`src/rtl/hdb3_tx_ctrl.sv`:
```
// hdb3_tx_ctrl: start/run/drain sequencer that feeds an HDB3 encoder chain and tags accepted bits through its latency.
// Optional V/B statistics counters are built only when HDB3_TX_STATS_EN is defined.
module hdb3_tx_ctrl #(
    parameter int unsigned PIPE_LAT  = 8,
    parameter bit          IDLE_ONES = 1'b1,
    parameter int unsigned CNT_W     = 16
) (
    input  logic             clk,
    input  logic             rst_n,
    input  logic             start,
    input  logic             stop,
    input  logic             s_valid,
    input  logic             s_data,
    output logic             s_ready,
    output logic [1:0]       enc_in,
    input  logic [1:0]       enc_code,
    output logic             line_valid,
    output logic             busy,
    output logic [1:0]       state,
    input  logic             stats_clr,
    output logic [CNT_W-1:0] v_count,
    output logic [CNT_W-1:0] b_count
);

    typedef enum logic [1:0] {
        ST_IDLE  = 2'b00,
        ST_RUN   = 2'b01,
        ST_DRAIN = 2'b10
    } state_e;

    localparam logic [1:0] SYM_ZERO   = 2'b00;
    localparam logic [1:0] SYM_MARK   = 2'b01;
    localparam logic [1:0] FILL_SYM   = IDLE_ONES ? SYM_MARK : SYM_ZERO;
    localparam logic [4:0] DRAIN_LOAD = 5'(PIPE_LAT);

    state_e              state_q;
    logic                s_ready_q;
    logic                busy_q;
    logic [1:0]          enc_in_q;
    logic [4:0]          drain_q;
    logic [PIPE_LAT-1:0] tag_q;
    logic                tag_d;

    // s_ready_q is high exactly in RUN, so this is the source handshake.
    assign tag_d = s_ready_q & s_valid;

    // Outputs are loaded from the next state so they change together with state.
    always_ff @(posedge clk) begin
        // NOTE: sequential state uses non-blocking assignments only; reset is sampled on the clock edge.
        if (!rst_n) begin
            state_q   <= ST_IDLE;
            s_ready_q <= 1'b0;
            busy_q    <= 1'b0;
            enc_in_q  <= SYM_ZERO;
            drain_q   <= '0;
        end else begin
            case (state_q)
                ST_IDLE: begin
                    enc_in_q <= SYM_ZERO;
                    if (start && !stop) begin
                        state_q   <= ST_RUN;
                        s_ready_q <= 1'b1;
                        busy_q    <= 1'b1;
                    end
                end
                ST_RUN: begin
                    enc_in_q <= tag_d ? {1'b0, s_data} : FILL_SYM;
                    if (stop) begin
                        state_q   <= ST_DRAIN;
                        s_ready_q <= 1'b0;
                        drain_q   <= DRAIN_LOAD;
                    end
                end
                ST_DRAIN: begin
                    enc_in_q <= SYM_ZERO;
                    drain_q  <= drain_q - 5'd1;
                    if (drain_q == 5'd1) begin
                        state_q <= ST_IDLE;
                        busy_q  <= 1'b0;
                    end
                end
                default: begin
                    state_q   <= ST_IDLE;
                    s_ready_q <= 1'b0;
                    busy_q    <= 1'b0;
                    enc_in_q  <= SYM_ZERO;
                    drain_q   <= '0;
                end
            endcase
        end
    end

    // Tag line mirrors the chain latency so line_valid lines up with enc_code.
    always_ff @(posedge clk) begin
        // NOTE: the tag line is cleared on reset so no stale bit can raise line_valid afterwards.
        if (!rst_n) begin
            tag_q <= '0;
        end else begin
            tag_q[0] <= tag_d;
            for (int i = 1; i < int'(PIPE_LAT); i++) begin
                tag_q[i] <= tag_q[i-1];
            end
        end
    end

    assign state      = state_q;
    assign s_ready    = s_ready_q;
    assign busy       = busy_q;
    assign enc_in     = enc_in_q;
    assign line_valid = tag_q[PIPE_LAT-1];

`ifdef HDB3_TX_STATS_EN
    localparam logic [1:0] SYM_V = 2'b11;
    localparam logic [1:0] SYM_B = 2'b10;

    logic [CNT_W-1:0] v_cnt_q;
    logic [CNT_W-1:0] b_cnt_q;
    logic             v_hit;
    logic             b_hit;

    assign v_hit = line_valid && (enc_code == SYM_V);
    assign b_hit = line_valid && (enc_code == SYM_B);

    // Clear takes priority over a coincident increment; counters hold at all-ones.
    always_ff @(posedge clk) begin
        if (!rst_n || stats_clr) begin
            v_cnt_q <= '0;
            b_cnt_q <= '0;
        end else begin
            if (v_hit && (v_cnt_q != '1)) v_cnt_q <= v_cnt_q + CNT_W'(1);
            if (b_hit && (b_cnt_q != '1)) b_cnt_q <= b_cnt_q + CNT_W'(1);
        end
    end

    assign v_count = v_cnt_q;
    assign b_count = b_cnt_q;
`else
    logic unused_stats;
    assign unused_stats = ^{stats_clr, enc_code};
    assign v_count      = '0;
    assign b_count      = '0;
`endif

endmodule

```
`config.mk`:
```
export PLATFORM = sky130hd
export DESIGN_NAME = hdb3_tx_ctrl
export DESIGN_NICKNAME = d
export VERILOG_FILES = /design/src/rtl/hdb3_tx_ctrl.sv
export SDC_FILE = /design/constraint.sdc
export NUM_CORES = 1
export LEC_CHECK = 0
export BUFFER_PORTS_ARGS = -buffer_cell sky130_fd_sc_hd__buf_2
export CAP_MARGIN = 20
export CORE_MARGIN = 2
export CORE_UTILIZATION = 46
export DETAILED_ROUTE_END_ITERATION = 8
export GPL_ROUTABILITY_DRIVEN = 0
export GPL_TIMING_DRIVEN = 0
export MAX_ROUTING_LAYER = met4
export PLACE_DENSITY = 0.77
export SYNTH_ARGS = -nofsm -noshare
export SYNTH_HDL_FRONTEND = slang
export SYNTH_SLANG_ARGS = --single-unit
```
`constraint.sdc`:
```
create_clock -name clk -period 2.35 [get_ports clk]
set_input_delay 0.47 -clock clk [delete_from_list [all_inputs] [get_ports clk]]
set_output_delay 0.47 -clock clk [all_outputs]
set_load 0.02 [all_outputs]
```
==> impl_metrics.env <==
export IMPL_run_status="completed"
export IMPL_fmax_ghz=0.525
export IMPL_fin_worst_skew_ns=0.00391
export IMPL_hold_violations=0
export IMPL_dpl_worst_slack_ns=0.455
export IMPL_syn_cell_area_mm2=0.00110
export IMPL_cts_buffer_depth=2
export IMPL_via_count_of_the_first_global_routing_pass=671
export IMPL_drt_wl_total_um=1910
export IMPL_setup_repair_after_global_routing_missed_its_margin="no"
export IMPL_timing_hold_worst_start="s_data"
export IMPL_post_route_period_util_pct=81.1
export IMPL_synth_warning_count=0
export IMPL_seq_area_frac_synth_pct=32.8
export IMPL_cts_repair_resize_count=0
export IMPL_die_ht_um=52.8
export IMPL_drtAntennaViolNets=0
export IMPL_synthesis_area_per_instance_um2=9.38
export IMPL_grtUsageTotal_pct=14.5
export IMPL_timing_max_cap_violations=0
export IMPL_synth_area_leaders="sky130_fd_sc_hd__dfxtp_1 (33%), sky130_fd_sc_hd__buf_4 (23%), sky130_fd_sc_hd__ha_1 (6.8%), sky130_fd_sc_hd__and2_1 (4.0%), sky130_fd_sc_hd__o221a_2 (3.1%)"
export IMPL_post_cts_hold_buffer_count=0
export IMPL_crit_path_max_fanout=10
export IMPL_cts_max_level=1
export IMPL_postCtsSetupRepairBufs=0
export IMPL_fillerInstances=221
export IMPL_finalNetCount=180
export IMPL_synthToLayoutAreaGrowth_pct=22.5
export IMPL_initial_core_util_pct=49.1
export IMPL_route_detailed_wl_per_inst_um=9.93
export IMPL_clkLatencyLatePin_ns=0.29
export IMPL_globalRouteOverflowTotal=0
export IMPL_ff2ff_setup_slack_ns=0.44
export IMPL_yosysMostFrequentCell="sky130_fd_sc_hd__buf_4"
export IMPL_synthArstFlopShare_pct=0
export IMPL_power_density_mw_per_mm2=726
export IMPL_crit_reg2reg_launch="state[1]"
export IMPL_grt_max_degree=11
export IMPL_ir_worst_vdd_v=0.000360
export IMPL_clk_pin_slew_ns=0.10
export IMPL_layout_drive_gt1_share_pct=36.6
export IMPL_detail_route_drc_violations=0
export IMPL_postLayoutCoreUtil_pct=60.2
export IMPL_clkSinkCount=18
export IMPL_rows=17
export IMPL_setup_viol_count_final=0
export IMPL_worst_hold_path_endpoint="enc_in[0]"
export IMPL_path_class="register to register"
export IMPL_worstRegToRegCells=6
export IMPL_dieArea_mm2=0.00279
export IMPL_worstHoldPathType="primary input to register"
export IMPL_clock_root_buffer="sky130_fd_sc_hd__clkbuf_4"
export IMPL_dr_total_vias=828
export IMPL_fin_tns_setup_ns=0
export IMPL_placed_cells=188
export IMPL_required_ns=2.54
export IMPL_die_w_um=52.8
export IMPL_crit_arrival_ns=2.10
export IMPL_synth_largest_area_cell="sky130_fd_sc_hd__dfxtp_1"
export IMPL_drv_slew=0
export IMPL_dp_hpwl_um=1490
export IMPL_hold_path_depth=2
export IMPL_first_pass_grt_wire_length_um=2910
export IMPL_placement_io_buffers=11
export IMPL_cts_bufs_inserted=3
export IMPL_totalPowerFinal_uw=975
export IMPL_synth_cell_type_count=33
export IMPL_p_leak_uw=0.000704
export IMPL_first_pass_iters=4
export IMPL_final_setup_worst_slack_ns=0.444
export IMPL_synth_top_area_share_pct=32.8
export IMPL_worst_setup_path_end_kind="register"
export IMPL_antenna_found_initial=0
export IMPL_critical_path_startpoint_type="register"
export IMPL_final_min_clock_period_ns=1.91
export IMPL_netlist_instances=117
export IMPL_number_of_synthesized_flops_with_an_enable_pin=0
export IMPL_floorplan_core_area_mm2=0.00223
export IMPL_diodes=0
export IMPL_first_iter_violations=22
export IMPL_worstSetupStartpoint="state[1]"
export IMPL_layout_cells_non_filler=192
export IMPL_postSynth_topFlopCell="sky130_fd_sc_hd__dfxtp_1"
export IMPL_synth_seq_cells=18
export IMPL_reg2reg_to="state[0]"
export IMPL_ioPinCount=48
export IMPL_ys_top_cells_by_count="sky130_fd_sc_hd__buf_4 (33), sky130_fd_sc_hd__dfxtp_1 (18), sky130_fd_sc_hd__and2_1 (7), sky130_fd_sc_hd__nand2_1 (7), sky130_fd_sc_hd__ha_1 (6)"
export IMPL_tritoncts_clock_tree="built"
export IMPL_avgViaCountPerCell=4.31
[flip-flops by register name, indices dropped and copies added (netlist names)]
register / flops
drain_q: 5
tag_q: 8
state: 2
s_ready: 1
enc_in: 1
busy: 1
[where the power goes]
group,internal (µW),switching (µW)
logic,178,242
registers,340,27.6
clock network,94.4,92.7
total,612,363
[worst max path at each step]
| stage | endpoint | slack (ns) |
|---|---|---|
| final | state[0] | 0.44 |
| after global routing | drain_q[0] | 0.28 |
| after CTS | state[0] | 0.43 |
| after detailed placement | state[0] | 0.45 |
| after global placement | state[0] | 0.49 |
| after floorplan | state[0] | 0.51 |
[cells by family after synthesis]
group,synth area share (%)
buffers and inverters,26.2
AOI/OAI and AO/OA,15.3
other,0.342
DFF,32.8
muxes,0.912
adders and majority gates,6.84
and+or+nand+nor,17.6
[layout by cell type, fill, tap and decap left out, types with 2 or more instances in the layout]
master,synthesis,layout
sky130_fd_sc_hd__buf_4,33,33
sky130_fd_sc_hd__conb_1,1,33
sky130_fd_sc_hd__dfxtp_1,18,18
sky130_fd_sc_hd__buf_2,2,13
sky130_fd_sc_hd__and2_1,7,7
sky130_fd_sc_hd__nand2_1,7,7
sky130_fd_sc_hd__ha_1,6,6
sky130_fd_sc_hd__inv_1,5,5
sky130_fd_sc_hd__clkbuf_1,3,3
sky130_fd_sc_hd__a21boi_0,3,3
sky130_fd_sc_hd__a211oi_1,3,3
sky130_fd_sc_hd__o221a_2,3,3
sky130_fd_sc_hd__clkbuf_4,0,3
sky130_fd_sc_hd__o21ai_0,2,2
sky130_fd_sc_hd__or2_2,2,2
sky130_fd_sc_hd__nand3b_1,2,2
sky130_fd_sc_hd__o32ai_1,2,2
sky130_fd_sc_hd__or4_1,2,2
[through the flow]
| stage | area [µm²] | hold WS [ns] |
|---|---|---|
| floorplan | 1220 | 0.412 |
| global placement | 1310 | 0.419 |
| detailed placement | 1310 | 0.425 |
| CTS | 1340 | 0.409 |
| global route | 1340 | 0.413 |
| finish | 1340 | 0.412 |
[worst max-delay path, stage by stage, from the launching register on]
cell and delay (ns):
sky130_fd_sc_hd__dfxtp_1 0.39, sky130_fd_sc_hd__inv_1 0.10, sky130_fd_sc_hd__ha_1 0.26, sky130_fd_sc_hd__nor2b_1 0.16, sky130_fd_sc_hd__clkbuf_1 0.22, sky130_fd_sc_hd__or2_2 0.38
sky130_fd_sc_hd__o221a_2 0.30
[per-layer routing]
layer  vias up  global-route usage, %  wire length (µm)
met5         -                      -                 0
met1       372                   18.7               837
met3         2                   3.43                98
met4         0                   5.13                13
li1        428                      -                 -
met2        26                   21.9               957
[cell type report]
| type | count | area [µm²] | area share, % |
|---|---|---|---|
| repair buffers | 11 | 55.1 | 4.10 |
| plain buffers | 38 | 269 | 20.0 |
| flip-flops and latches | 18 | 360 | 26.8 |
| inverters | 5 | 18.8 | 1.40 |
| multi-input cells | 88 | 569 | 42.4 |
| well taps | 28 | 35.0 | 2.61 |
| clock buffers | 4 | 36.3 | 2.70 |
(Power assumes the default switching activity.)
